File: src/rtl/crossbar_out_port_if.sv
// crossbar_out_port_if
//   Bundles the channel-side, grant-side and egress-side signals of one
//   crossbar output port.
//   slave  : the output port itself (consumes channels/grant, drives egress)
//   master : the surrounding fabric (drives channels/grant, consumes egress)
//   Channel i of in_data occupies bits [i*DATA_W +: DATA_W].
interface crossbar_out_port_if #(
    parameter int NUM_IN = 4,
    parameter int DATA_W = 32,
    parameter int SEL_W  = $clog2(NUM_IN),
    parameter int CNT_W  = 16
);
    logic [NUM_IN-1:0]        in_valid;
    logic [NUM_IN*DATA_W-1:0] in_data;
    logic [NUM_IN-1:0]        in_last;
    logic [NUM_IN-1:0]        in_ready;
    logic [SEL_W-1:0]         sel;
    logic                     sel_valid;
    logic                     sel_ready;
    logic                     out_valid;
    logic [DATA_W-1:0]        out_data;
    logic                     out_last;
    logic                     out_ready;
    logic                     busy;
    logic                     sel_err;
    logic [CNT_W-1:0]         pkt_cnt;

    modport slave (
        input  in_valid, in_data, in_last, sel, sel_valid, out_ready,
        output in_ready, sel_ready, out_valid, out_data, out_last,
               busy, sel_err, pkt_cnt
    );

    modport master (
        output in_valid, in_data, in_last, sel, sel_valid, out_ready,
        input  in_ready, sel_ready, out_valid, out_data, out_last,
               busy, sel_err, pkt_cnt
    );
endinterface

File: src/rtl/crossbar_out_port.sv
// crossbar_out_port
//   One egress port of the switch fabric. A grant (sel/sel_valid) locks the
//   port onto one input channel until that channel's last beat is accepted.
//   Accepted beats go through a 2-entry FIFO so the egress side is driven
//   from registers and keeps full rate under backpressure.
// Ports:
//   clk   - clock, rising edge
//   reset - synchronous, active-low
//   bus   - crossbar_out_port_if.slave: channel inputs, grant handshake,
//           egress handshake, busy, sel_err pulse, wrapping packet counter
module crossbar_out_port #(
    parameter int NUM_IN = 4,
    parameter int DATA_W = 32,
    parameter int SEL_W  = $clog2(NUM_IN),
    parameter int CNT_W  = 16
) (
    input  logic               clk,
    input  logic               reset,
    crossbar_out_port_if.slave bus
);
    typedef enum logic {IDLE, XFER} state_t;

    state_t              r_state;
    state_t              w_state_next;
    logic [SEL_W-1:0]    r_gsel;
    logic [1:0]          r_count;
    logic [DATA_W-1:0]   r_head_data;
    logic                r_head_last;
    logic [DATA_W-1:0]   r_tail_data;
    logic                r_tail_last;
    logic                r_sel_err;
    logic [CNT_W-1:0]    r_pkt_cnt;

    logic                w_sel_ok;
    logic                w_grant;
    logic                w_bad_grant;
    logic [NUM_IN-1:0]   w_in_ready;
    logic                w_ch_valid;
    logic [DATA_W-1:0]   w_ch_data;
    logic                w_ch_last;
    logic                w_push;
    logic                w_pop;
    logic                w_sel_ready;

    assign w_sel_ok    = int'(bus.sel) < NUM_IN;
    assign w_grant     = (r_state == IDLE) && bus.sel_valid && w_sel_ok;
    assign w_bad_grant = (r_state == IDLE) && bus.sel_valid && !w_sel_ok;

    // Channel mux and ready decode. Ready uses only registered state, so
    // there is no combinational path from out_ready back to in_ready.
    // NOTE: every always_comb output gets a default first so no path leaves
    // it unassigned, which would otherwise infer a latch.
    always_comb begin
        w_ch_valid = 1'b0;
        w_ch_data  = '0;
        w_ch_last  = 1'b0;
        w_in_ready = '0;
        for (int i = 0; i < NUM_IN; i++) begin
            if (int'(r_gsel) == i) begin
                w_ch_valid    = bus.in_valid[i];
                w_ch_data     = bus.in_data[i*DATA_W +: DATA_W];
                w_ch_last     = bus.in_last[i];
                w_in_ready[i] = (r_state == XFER) && (r_count != 2'd2);
            end
        end
    end

    // Only the granted bit of w_in_ready can be set.
    assign w_push = w_ch_valid && (|w_in_ready);
    assign w_pop  = (r_count != 2'd0) && bus.out_ready;

    always_comb begin
        w_state_next = r_state;
        w_sel_ready  = 1'b0;
        case (r_state)
            IDLE: begin
                w_sel_ready = 1'b1;
                if (w_grant) w_state_next = XFER;
            end
            XFER: begin
                if (w_push && w_ch_last) w_state_next = IDLE;
            end
            default: w_state_next = IDLE;
        endcase
    end

    // NOTE: sequential state uses non-blocking assignments so every register
    // samples pre-edge values regardless of statement order.
    always_ff @(posedge clk) begin
        if (!reset) begin
            r_state   <= IDLE;
            r_gsel    <= '0;
            r_sel_err <= 1'b0;
            r_pkt_cnt <= '0;
        end else begin
            r_state   <= w_state_next;
            r_sel_err <= w_bad_grant;
            if (w_grant) r_gsel <= bus.sel;
            if (w_pop && r_head_last) r_pkt_cnt <= r_pkt_cnt + CNT_W'(1);
        end
    end

    // FIFO head: the entry presented on the egress port.
    always_ff @(posedge clk) begin
        if (!reset) begin
            r_count     <= 2'd0;
            r_head_data <= '0;
            r_head_last <= 1'b0;
        end else begin
            case ({w_push, w_pop})
                2'b10: begin
                    if (r_count == 2'd0) begin
                        r_head_data <= w_ch_data;
                        r_head_last <= w_ch_last;
                    end
                    r_count <= r_count + 2'd1;
                end
                2'b01: begin
                    if (r_count == 2'd2) begin
                        r_head_data <= r_tail_data;
                        r_head_last <= r_tail_last;
                    end
                    r_count <= r_count - 2'd1;
                end
                2'b11: begin
                    // Push while full is impossible, so count is 1 here:
                    // the new beat replaces the departing head directly.
                    r_head_data <= w_ch_data;
                    r_head_last <= w_ch_last;
                end
                default: ;
            endcase
        end
    end

    // FIFO second entry, written only when a push lands behind a held head.
    // NOTE: this storage is not reset; it is never observed until r_count
    // says it holds a beat, and skipping reset keeps it plain flops.
    always_ff @(posedge clk) begin
        if (w_push && !w_pop && (r_count == 2'd1)) begin
            r_tail_data <= w_ch_data;
            r_tail_last <= w_ch_last;
        end
    end

    assign bus.in_ready  = w_in_ready;
    assign bus.sel_ready = w_sel_ready;
    assign bus.out_valid = (r_count != 2'd0);
    assign bus.out_data  = r_head_data;
    assign bus.out_last  = r_head_last;
    assign bus.busy      = (r_state == XFER) || (r_count != 2'd0);
    assign bus.sel_err   = r_sel_err;
    assign bus.pkt_cnt   = r_pkt_cnt;
endmodule

File: src/flat_wrapper.sv
// flat-port wrapper written by rule: the top's interface ports become plain ports
module crossbar_out_port_flat 
#(
    parameter int NUM_IN = 4,
    parameter int DATA_W = 32,
    parameter int SEL_W  = $clog2(NUM_IN),
    parameter int CNT_W  = 16
)
  (clk, reset, bus_in_valid, bus_in_data, bus_in_last, bus_sel, bus_sel_valid, bus_out_ready, bus_in_ready, bus_sel_ready, bus_out_valid, bus_out_data, bus_out_last, bus_busy, bus_sel_err, bus_pkt_cnt);
  crossbar_out_port_if #(.NUM_IN(NUM_IN), .DATA_W(DATA_W), .SEL_W(SEL_W), .CNT_W(CNT_W)) bus_i ();
  input  logic clk;
  input  logic reset;
  input wire logic [$bits(bus_i.in_valid)-1:0] bus_in_valid;
  input wire logic [$bits(bus_i.in_data)-1:0] bus_in_data;
  input wire logic [$bits(bus_i.in_last)-1:0] bus_in_last;
  input wire logic [$bits(bus_i.sel)-1:0] bus_sel;
  input wire logic [$bits(bus_i.sel_valid)-1:0] bus_sel_valid;
  input wire logic [$bits(bus_i.out_ready)-1:0] bus_out_ready;
  output wire logic [$bits(bus_i.in_ready)-1:0] bus_in_ready;
  output wire logic [$bits(bus_i.sel_ready)-1:0] bus_sel_ready;
  output wire logic [$bits(bus_i.out_valid)-1:0] bus_out_valid;
  output wire logic [$bits(bus_i.out_data)-1:0] bus_out_data;
  output wire logic [$bits(bus_i.out_last)-1:0] bus_out_last;
  output wire logic [$bits(bus_i.busy)-1:0] bus_busy;
  output wire logic [$bits(bus_i.sel_err)-1:0] bus_sel_err;
  output wire logic [$bits(bus_i.pkt_cnt)-1:0] bus_pkt_cnt;
  assign bus_i.in_valid = bus_in_valid;
  assign bus_i.in_data = bus_in_data;
  assign bus_i.in_last = bus_in_last;
  assign bus_i.sel = bus_sel;
  assign bus_i.sel_valid = bus_sel_valid;
  assign bus_i.out_ready = bus_out_ready;
  assign bus_in_ready = bus_i.in_ready;
  assign bus_sel_ready = bus_i.sel_ready;
  assign bus_out_valid = bus_i.out_valid;
  assign bus_out_data = bus_i.out_data;
  assign bus_out_last = bus_i.out_last;
  assign bus_busy = bus_i.busy;
  assign bus_sel_err = bus_i.sel_err;
  assign bus_pkt_cnt = bus_i.pkt_cnt;
  crossbar_out_port #(.NUM_IN(NUM_IN), .DATA_W(DATA_W), .SEL_W(SEL_W), .CNT_W(CNT_W)) u_core (.clk(clk), .reset(reset), .bus(bus_i));
endmodule
File: config.mk
export PLATFORM = sky130hd
export DESIGN_NAME = crossbar_out_port_flat
export DESIGN_NICKNAME = d
export VERILOG_FILES = /design/src/rtl/crossbar_out_port_if.sv /design/src/rtl/crossbar_out_port.sv /design/src/flat_wrapper.sv
export SDC_FILE = /design/constraint.sdc
export NUM_CORES = 1
export LEC_CHECK = 0
export BUFFER_PORTS_ARGS = -buffer_cell sky130_fd_sc_hd__buf_4
export CAP_MARGIN = 20
export CORE_ASPECT_RATIO = 1.2
export CORE_MARGIN = 2
export CORE_UTILIZATION = 51
export DETAILED_ROUTE_END_ITERATION = 16
export PLACE_DENSITY_LB_ADDON = 0.08
export SETUP_SLACK_MARGIN = 0.05
export SLEW_MARGIN = 5
export SYNTH_ARGS = -nofsm -noshare
export SYNTH_HDL_FRONTEND = slang
export SYNTH_SLANG_ARGS = --single-unit
File: constraint.sdc
create_clock -name clk -period 5 [get_ports clk]
set_input_delay 1.5 -clock clk [delete_from_list [all_inputs] [get_ports clk]]
set_output_delay 1.5 -clock clk [all_outputs]
set_load 0.01 [all_outputs]
==> flow_metrics.tcl <==
set metrics [dict create \
    fin_worst_skew_ps 10.1 \
    fp.dieW_um 87.6 \
    syn2layout_area_growth_pct 40.7 \
    synth_top_area_cell "dfxtp_1" \
    grt_use_met2 0.424 \
    synth_seq_cells 87 \
    via_per_inst 5.52 \
    grt_start_max_net_pins 67 \
    synth_area_um2 4280 \
    use_met3 0.0429 \
    cp_max_fo 66 \
    gp_congestion 0.793 \
    rsz0062_at_grt "no" \
    cts_tree "yes" \
    avgSynthCellArea_um2 12.3 \
    place_ws_ps 1010 \
    holdPathEnd "u_core.bus.pkt_cnt[1]$_SDFFE_PN0P_" \
    cts-resized-gates 0 \
    crit_type "primary input to register" \
    hold_start "u_core.bus.pkt_cnt[1]$_SDFFE_PN0P_" \
    cpMaxStageDelayCell "ha_2" \
    cts_buffer_depth 2 \
    clk_latency_ps 350 \
    r2r-start "u_core.r_gsel[1]$_SDFFE_PN0P_" \
    p_leak_nw 2.45 \
    cts_buffers 9 \
    finalHoldViolCount 0 \
    cap_viol_max_count 0 \
    pin_count 199 \
    crit_path_cell_trace "buf_4, mux4_2, and3_1, inv_1, ha_2, a221oi_4, buf_4, o21ai_0, a21oi_1" \
    vias 3607 \
    antenna_found_initial 0 \
    fin_tns_setup_ps 0 \
    holdBufCountCts 0 \
    port_buffers 197 \
    seq_area_frac_synth 0.484 \
    synth_edf_count 33 \
    cts.clk_slew.worst_paths_ps 80 \
    slew_viol_final 0 \
    drive_gt1_frac 0.477 \
    slew_headroom 0.341 \
    post-cts-setup-buffer-count 0 \
    initial_core_util 0.525 \
    netlist.area_leader.share 0.253 \
    r2r_setup_slack_ps 1650 \
    synthFlopType "dfxtp_1" \
    grt_pass1_vias 3651 \
    post_drt_wl_per_cell_um 16.8 \
    yosysMostFrequentCell "dfxtp_1" \
    crit_top_cell "buf_4" \
    placementRows 36 \
    utilization 0.738 \
    syn_inst 349 \
    power_mw 2.33 \
    async_reset_ff_frac 0 \
    holdPathStages 2 \
    worstSetupStartpointType "primary input" \
    track_usage 0.238 \
    peakVddDrop_uv 185 \
    finalCriticalPeriod_ps 3630 \
    synth_area_leaders "dfxtp_1 25%, edfxtp_1 23%, mux4_2 18%" \
    r2r_cells 8 \
    overflow 0 \
    die-area_um2 9140 \
    slowest_delay_ps 640 \
    grtUsageMet1 0.278 \
    yosys_warnings 0 \
    min_path_type "register to register" \
    busiest_layer "met2" \
    grt_pass1_wl_um 17000 \
    timing.final.crit_share 0.727 \
    drt_first_pass_iters 4 \
    ant_nets 0 \
    die_h_um 104 \
    core_area_um2 8150 \
    htreeDepth 3 \
    dr.first_iter.drc_count 181 \
    antenna_cells 0 \
    finalSetupViolCount 0 \
    setup_slack_ps 1370 \
    synthTopCellsByCount "54 x dfxtp_1, 40 x a21oi_1, 39 x o21ai_0, 35 x mux2i_1, 34 x mux4_2" \
    arrival_ps 3840 \
    synth_nets 498 \
    worst_pin_slew_ps 988 \
    status "finished, final reports clean" \
    drc 0 \
    cp.required_ps 5200 \
    fmax_mhz 275 \
    dpl.hpwl_um 8100 \
    clock_sinks 87 \
    powerDensity_nw_per_um2 387 \
    end_kind "register" \
    root_buffer "clkbuf_8" \
    fin_nets 683 \
    reg2reg_to "u_core.bus.out_data[17]$_SDFFE_PN0P_" \
    routed_wl_um 11000 \
    ys_types 32 \
]
-- where the power goes --
| group | switching [mW] | leakage (nW) | internal, mW |
|---|---|---|---|
| clock | 0.242 | 0.0958 | 0.282 |
| sequential | 0.0822 | 0.740 | 0.882 |
| combinational | 0.416 | 1.61 | 0.422 |
| total | 0.741 | 2.45 | 1.59 |
-- layout by cell type, fill, tap and decap left out, types with 2 or more instances in the layout --
| cell type | n |
|---|---|
| nor4_1 | 2 |
| nand2_1 | 9 |
| clkbuf_8 | 9 |
| bufinv_16 | 2 |
| a21oi_1 | 40 |
| mux2i_1 | 35 |
| and3_1 | 4 |
| or3_1 | 5 |
| o21ai_0 | 39 |
| mux4_2 | 34 |
| nand3_1 | 5 |
| xor2_1 | 10 |
| clkinvlp_4 | 3 |
| dfxtp_2 | 2 |
| nor2_1 | 17 |
| nand4_1 | 5 |
| buf_4 | 201 |
| ha_1 | 6 |
| edfxtp_1 | 33 |
| dfxtp_1 | 52 |
| nand3_2 | 2 |
| and4_1 | 2 |
| inv_1 | 8 |
| clkbuf_1 | 2 |
| nor2b_1 | 2 |
-- state kept, by name (all words and copies together), names as in the netlist --
| name | flops |
|---|---|
| u_core.r_gsel | 2 |
| u_core.r_state | 1 |
| u_core.r_tail_last | 1 |
| u_core.r_count | 2 |
| u_core.r_tail_data | 32 |
| u_core.bus.out_last | 1 |
| u_core.bus.out_data | 32 |
| u_core.bus.pkt_cnt | 16 |
-- worst max-delay path, delay by kind of cell --
kind,cells,cell delay (ps)
buffers and inverters,3,520
AOI/OAI and AO/OA,3,480
muxes,1,450
and+or+nand+nor,1,230
adders and majority gates,1,640
-- cell type report --
| type | count | area (um^2) |
|---|---|---|
| Clock inverter | 5 | 82.6 |
| Inverter | 8 | 30.0 |
| Timing Repair Buffer | 201 | 1510 |
| Tap cell | 114 | 143 |
| Multi-Input combinational cell | 227 | 2050 |
| Fill cell | 605 | 2130 |
| Clock buffer | 11 | 131 |
| Sequential cell | 87 | 2070 |
-- worst max-delay path by stage --
stage | slack (ps) | start | to
after detailed placement | 1010 | bus_in_valid[3] | u_core.bus.out_data[23]$_SDFFE_PN0P_
after CTS | 1370 | bus_in_valid[3] | u_core.bus.out_data[17]$_SDFFE_PN0P_
after floorplan | 1710 | bus_in_valid[1] | u_core.r_tail_data[0]$_DFFE_PP_
after global routing | 1230 | bus_in_valid[3] | u_core.bus.out_data[17]$_SDFFE_PN0P_
final | 1370 | bus_in_valid[3] | u_core.bus.out_data[17]$_SDFFE_PN0P_
after global placement | 1120 | bus_in_valid[3] | u_core.bus.out_data[16]$_SDFFE_PN0P_
-- layer usage --
| layer | vias up | wire, um |
|---|---|---|
| met5 | - | 0 |
| met4 | 0 | 233 |
| met3 | 19 | 720 |
| met2 | 150 | 5910 |
| met1 | 1737 | 4120 |
| li1 | 1701 | - |
-- kinds of logic after synthesis --
kind of cell | Yosys count | synth area share
buf+inv | 35 | 0.0403
xor+xnor | 11 | 0.0225
fa+ha+maj | 7 | 0.0205
flops | 87 | 0.484
other cells | 1 | 0.000876
simple gates | 57 | 0.0713
compound gates | 82 | 0.0994
mux | 69 | 0.261
-- metrics by stage --
stage          hold slack (ps)  instances  area (um^2)
3_3_place_gp               470        637         5810
3_5_place_dp               491        637         5810
5_1_grt                    527        653         6020
4_1_cts                    506        653         6020
6_report                   513        653         6020
2_1_floorplan              484        349         4280
Power figures use the tool's default switching activity.
